`src/rtl/regfile_sb.sv`:
```
// Integer register file with two combinational read ports, one write port and a
// per-register scoreboard that tracks destinations of in-flight long-latency ops.
module regfile_sb #(
   parameter int unsigned XLEN   = 32,
   parameter int unsigned NREG   = 32,
   parameter int unsigned AW     = 5,
   parameter bit          BYPASS = 1'b1
) (
   input  logic            clk,
   input  logic            rst,
   input  logic [AW-1:0]   rs1,
   input  logic [AW-1:0]   rs2,
   output logic [XLEN-1:0] rs1_val,
   output logic [XLEN-1:0] rs2_val,
   input  logic            reg_write,
   input  logic [AW-1:0]   rd,
   input  logic [XLEN-1:0] wd,
   input  logic            issue_valid,
   input  logic [AW-1:0]   issue_rd,
   output logic            issue_accept,
   output logic            rs1_busy,
   output logic            rs2_busy,
   output logic            hazard,
   output logic [AW:0]     pending_cnt,
   input  logic [AW-1:0]   dbg_sel,
   output logic [XLEN-1:0] dbg_val
);

   logic [XLEN-1:0] regs_q [NREG];
   logic [XLEN-1:0] regs_d [NREG];
   logic [NREG-1:0] busy_q, busy_d;
   logic [AW:0]     pending_cnt_q, pending_cnt_d;

   logic wr_en;
   logic rs1_fwd, rs2_fwd;
   logic rs1_busy_raw, rs2_busy_raw;
   logic waw;
   logic hazard_int;
   logic accept_int;

   // x0 is never written, so it stays at its reset value of zero.
   assign wr_en = reg_write && (rd != '0);

   always_comb begin
      rs1_fwd = reg_write && (rd == rs1) && (rs1 != '0);
      rs2_fwd = reg_write && (rd == rs2) && (rs2 != '0);

      rs1_busy_raw = busy_q[rs1] && (rs1 != '0) && !(BYPASS && reg_write && (rd == rs1));
      rs2_busy_raw = busy_q[rs2] && (rs2 != '0) && !(BYPASS && reg_write && (rd == rs2));

      // A second op may not target a register that is still pending, unless the
      // pending result retires in this very cycle.
      waw = issue_valid && (issue_rd != '0) && busy_q[issue_rd] &&
            !(reg_write && (rd == issue_rd));

      hazard_int = !rst && (rs1_busy_raw || rs2_busy_raw || waw);
      accept_int = !rst && issue_valid && !hazard_int;
   end

   // All outputs are forced to the zero state while reset is held.
   always_comb begin
      rs1_val = '0;
      rs2_val = '0;
      dbg_val = '0;
      if (!rst) begin
         rs1_val = (BYPASS && rs1_fwd) ? wd : regs_q[rs1];
         rs2_val = (BYPASS && rs2_fwd) ? wd : regs_q[rs2];
         dbg_val = regs_q[dbg_sel];
      end
   end

   assign rs1_busy     = !rst && rs1_busy_raw;
   assign rs2_busy     = !rst && rs2_busy_raw;
   assign hazard       = hazard_int;
   assign issue_accept = accept_int;
   assign pending_cnt  = pending_cnt_q;

   always_comb begin
      regs_d = regs_q;
      if (wr_en) begin
         regs_d[rd] = wd;
      end
   end

   // Clear before set so a retire and a re-issue of the same index leaves it busy.
   always_comb begin
      busy_d = busy_q;
      if (wr_en) begin
         busy_d[rd] = 1'b0;
      end
      if (accept_int && (issue_rd != '0)) begin
         busy_d[issue_rd] = 1'b1;
      end
   end

   always_comb begin
      pending_cnt_d = '0;
      for (int unsigned i = 0; i < NREG; i++) begin
         pending_cnt_d = pending_cnt_d + {{AW{1'b0}}, busy_d[i]};
      end
   end

   always_ff @(posedge clk or posedge rst) begin
      if (rst) begin
         for (int unsigned i = 0; i < NREG; i++) begin
            regs_q[i] <= '0;
         end
         busy_q        <= '0;
         pending_cnt_q <= '0;
      end else begin
         regs_q        <= regs_d;
         busy_q        <= busy_d;
         pending_cnt_q <= pending_cnt_d;
      end
   end

endmodule
```
`config.mk`:
```
export PLATFORM = sky130hd
export DESIGN_NAME = regfile_sb
export DESIGN_NICKNAME = d
export VERILOG_FILES = /design/src/rtl/regfile_sb.sv
export SDC_FILE = /design/constraint.sdc
export NUM_CORES = 2
export LEC_CHECK = 0
export ABC_CLOCK_PERIOD_IN_PS = 69600
export CAP_MARGIN = 20
export CORE_ASPECT_RATIO = 2
export CORE_MARGIN = 3
export CORE_UTILIZATION = 50
export DETAILED_ROUTE_END_ITERATION = 12
export PLACE_DENSITY = 0.78
export SLEW_MARGIN = 0
export SYNTH_ARGS = -nofsm -noshare
export SYNTH_HDL_FRONTEND = slang
export SYNTH_SLANG_ARGS = --single-unit
```
`constraint.sdc`:
```
create_clock -name clk -period 69.6 [get_ports clk]
set_clock_uncertainty 0.1 [all_clocks]
set_input_delay 10.44 -clock clk [delete_from_list [all_inputs] [get_ports clk]]
set_output_delay 10.44 -clock clk [all_outputs]
set_load 0.005 [all_outputs]
```
* Yosys cells after proc, flatten, opt, wreduce, memory -nomap -nowiden
Index checks and enable logic that the tools add are counted.
** Word-level totals
- Output and inout port bits :: 106
- Input port bits :: 61
- Bits in registers :: 1062
** Operators by class
- Reductions and logical operators :: 33
- Bitwise logic cells :: 7
- Muxes and demuxes :: 29
- $lt $le $gt $ge :: 11
- $add $sub $neg :: 31
- Equality and inequality tests :: 3
** Operators by type and width (count)
- $bwmux W1024 :: 1
- $bmux W32 S5 :: 3
- $mux W32 :: 14
- $demux W32 S5 :: 1
- $add A6 B1 Y6 :: 26
- $and A32 B32 Y32 :: 1
- $not A32 Y32 :: 1
- $or A32 B32 Y32 :: 1
- $ge A6 B6 Y1 const B :: 4
- $lt A5 B6 Y1 const B :: 4
- $not A5 Y6 :: 4
- $logic_and A1 B1 Y1 :: 22
- $reduce_bool A5 Y1 :: 4
- $bmux W1 S5 :: 3
- $eq A5 B5 Y1 :: 3
- $demux W1 S5 :: 2
- $ge A5 B1 Y1 const B :: 2
- $add A5 B1 Y6 :: 1
- $lt A6 B1 Y1 const B :: 1
- $add A4 B1 Y5 :: 1
- $logic_not A1 Y1 :: 5
- $mux W1 :: 5
- $add A3 B1 Y4 :: 1
- $add A2 B1 Y3 :: 1
- 2 further kinds :: 3

* Depth between registers and ports, before layout
- Depth after elaboration :: 42
- Mapped depth :: 25

* Worst setup path after synthesis
No wires, ideal clock.
- Path type :: in2out
- From :: input rst
- To :: output hazard
- Path buffers :: 2
- Path slack :: 25226 ps
- Stages :: 4
- Arrival :: 33834 ps
- Cell sequence :: clkbuf_1 > clkbuf_1 > inv_1 > o21a_1
** Between the ends
- Word-level cells in the longest chain between the ends :: 2
** RTL lines
- from (decl) :: RTL line 10 : input logic rst,
- $logic_not A1 Y1 (no source line)
- $logic_and A1 B1 Y1 :: RTL line 56 : hazard_int = !rst && (rs1_busy_raw || rs2_busy_raw || waw);
- to (decl) :: RTL line 23 : output logic hazard,
Every way passes these cells.

* Final worst setup path
- From :: input rs1[0]
- To :: output rs1_val[9]
** Between the ends
- Word-level cells in the longest chain between the ends :: 6
- Elaborated cells on any way between the ends :: 10
- Those cells by class :: eq/ne (1); mux (5); bitwise (1); reduce/logical (3)
** RTL lines
- from (decl) :: RTL line 11 : input logic [AW-1:0] rs1,
- $not A5 Y6 (implied by the code) :: RTL line 66 : rs1_val = (BYPASS && rs1_fwd) ? wd : regs_q[rs1];
- $bmux W32 S5 :: RTL line 66
- $mux W32 (implied by the code) (2 in series) :: RTL line 66
- $mux W32 (*) :: RTL line 66
- $mux W32 (*) :: RTL line 65 : if (!rst) begin
- to (decl) :: RTL line 13 : output logic [XLEN-1:0] rs1_val,
Every way passes the cells marked *; elsewhere a longest branch is shown, timed or not. The select of a mux whose other input is x is not followed.

==> reports/qor.yml <==
status: "completed"
synth-simple-area-share: 0.0158
synth_top_family_by_area: "multiplexers"
dieArea_mm2: 0.137
vdd_drop_max_mv: 0.0241
clk_pin_slew_ns: 0.07
synth_edf_count: 0
crit_type: "in2out"
initial_core_util: 0.504
drive_gt1_frac: 0.562
synthXorXnorAreaFrac: 0.00239
routedWlPerCell_um: 35.4
dr.first_iter.drc_count: 4580
rrSetupSlack_ns: 62.64
cts_buffer_depth: 3
vias: 42500
tightest_slew_ns: 1.19
power.density_mw_per_mm2: 27.4
clockRootBuffer: "clkbuf_16"
drt-total-wl_um: 205000
cts_setup_buffers: 0
grt_usage: 0.301
synth-main-ff-cell: "dfrtp_1"
hold_violations: 0
viasPerCell: 7.34
overflow: 0
grt_pass1_wl_um: 303000
grt_busiest_layer: "met2"
antenna_found_initial: 13
use_met3: 0.0653
grt_max_degree: 166
slew_headroom: 0.204
cts_hold_buf: 0
syn-num-nets: 4220
fmax_mhz: 38.4
slew_violations: 0
cts_tree: "built"
drc: 0
cp.required_ns: 59.06
numCtsBuffers: 94
die_y_um: 520
cp_data_arrival_time_ns: 15.50
synth-compound-area-share: 0.0177
nNetsFinal: 4091
syn_area_mm2: 0.0661
fin_crit_sh: 0.374
drtPass1Iterations: 6
mostFrequentLayoutCell: "dfrtp_1"
hold_path_class: "reg2reg"
die_width_um: 263
cts.sinks: 1062
cap_violations: 0
synth_mux_area_frac: 0.519
layout_setup_ws_ns: 43.56
syn_inst: 4128
syn_area_per_cell_um2: 16.0
synth_adder_area_share: 0.00859
crit_path_end_kind: "output pin"
period_minus_slack_ns: 26.04
areaGrowthSynthToFinish_pct: 9.84
dp_slack_ns: 43.15
multi_input_area_mm2: 0.0375
clock_latency_ns: 0.72
postSynth.asyncResetShare: 1.00
dp_hpwl_um: 118000
final_cell_mix: "dfrtp_1, mux2_2, mux4_2"
rows: 188
seq_area_frac_synth: 0.402
power.leakage_nw: 29.7
synth_cell_types: 50
tns_ns: 0
gp_congestion: 0.834
io_pins: 167
ys_ff_latch: 1062
ant_nets: 0
regArea_mm2: 0.0266
grt_pass1_vias: 44700
grtUsageMet1: 0.368
crit_path_start_kind: "input pin"
ys_warn_count: 0
core_region_area_mm2: 0.131
gr-usage-met2: 0.492
io_buffers: 166
finalSetupViolCount: 0
cts_resized: 0
critPathMaxFanout: 58
htree_levels: 3
fillers: 10100
rsz0062_at_grt: "no"
[final timing paths]
| check | endpoint | cells after the start | from |
|---|---|---|---|
| max | rs1_val[9] | 10 | rs1[0] |
| min | regs_q[1003] | 0 | regs_q[1003] |
| max reg2reg | pending_cnt[4] | 21 | busy_q[1] |
| min reg2reg | regs_q[1003] | 0 | regs_q[1003] |
| max in group asynchronous | regs_q[188] | 6 | rst |
| min in group asynchronous | regs_q[46] | 2 | rst |
[worst max-delay path, cell delays in order]
cell	delay, ns
buf_8	0.49
buf_4	0.81
buf_4	0.82
buf_4	0.42
buf_16	0.31
mux4_2	0.56
mux4_2	0.51
mux2i_1	0.30
a211oi_1	0.21
clkdlybuf4s50_1	0.52
[cells in the mapped netlist (5+ instances only)]
library cell  number  area (um2)
a211oi_1          64         480
a22oi_1            5        37.5
buf_1             69         259
buf_2            137         686
buf_4             19         143
clkbuf_1         276        1040
dfrtp_1         1062       26600
fa_1              24         480
ha_1               7        87.6
inv_1             27         101
mux2_2           993       11200
mux2i_1          112        1120
mux4_2           977       22000
nand2_1           52         195
nand3_1           14        70.1
nand3b_1           7        52.6
nor2_1           125         469
nor3_1             5        25.0
nor3b_1            7        52.6
o211ai_1           5        37.5
o21a_1             6        45.0
o21ai_0           33         165
o31a_1            13         114
o31ai_1           21         158
xnor2_1            5        43.8
xor2_1            13         114
[registers in the layout (all words and copies together) (netlist names)]
signal / count
pending_cnt: 6
busy_q: 32
regs_q: 1024
[cell families (layout without fill, tap and decap cells)]
family | after synthesis | after routing
buffers and inverters | 534 | 478
AND/OR/NAND/NOR | 235 | 235
AO/OA/AOI/OAI | 166 | 166
flip-flops | 1062 | 1062
other | 0 | 4
adder cells (fa/ha/maj) | 31 | 31
XOR/XNOR | 18 | 18
multiplexers | 2082 | 2082
[layout make-up]
type / count / area share
Antenna cell: 4 / 0.000138
Multi-Input combinational cell: 2532 / 0.516
Inverter: 27 / 0.00157
Timing Repair Buffer: 282 / 0.0422
Sequential cell: 1062 / 0.366
Tap cell: 1710 / 0.0295
Clock buffer: 131 / 0.0371
Clock inverter: 38 / 0.00708
[layer usage]
layer / wire length [um] / up-vias
li1: - / 16300
met1: 70600 / 23000
met2: 101000 / 2472
met3: 18700 / 686
met4: 14200 / 12
met5: 98 / -
[power by group]
part | internal (mW) | switching, mW | total [mW]
Sequential | 0.736 | 0.114 | 0.850
Combinational | 0.353 | 0.226 | 0.579
Clock | 0.312 | 0.249 | 0.560
Total | 1.40 | 0.588 | 1.99
[metrics by stage]
| step | util | hold slack (ns) | power, mW | area, um2 | std cells |
|---|---|---|---|---|---|
| after floorplan | - | 0.358 | 1.26 | 66100 | 4128 |
| after global placement | 0.524 | 0.292 | 1.40 | 68700 | 5584 |
| after detailed placement | 0.525 | 0.302 | 1.43 | 68900 | 5591 |
| after CTS | 0.549 | 0.318 | 1.99 | 72100 | 5760 |
| after global routing | 0.553 | 0.334 | 2.07 | 72600 | 5783 |
| final | 0.553 | 0.316 | 1.99 | 72600 | 5786 |
No activity file was read; power rests on OpenSTA's default activity.
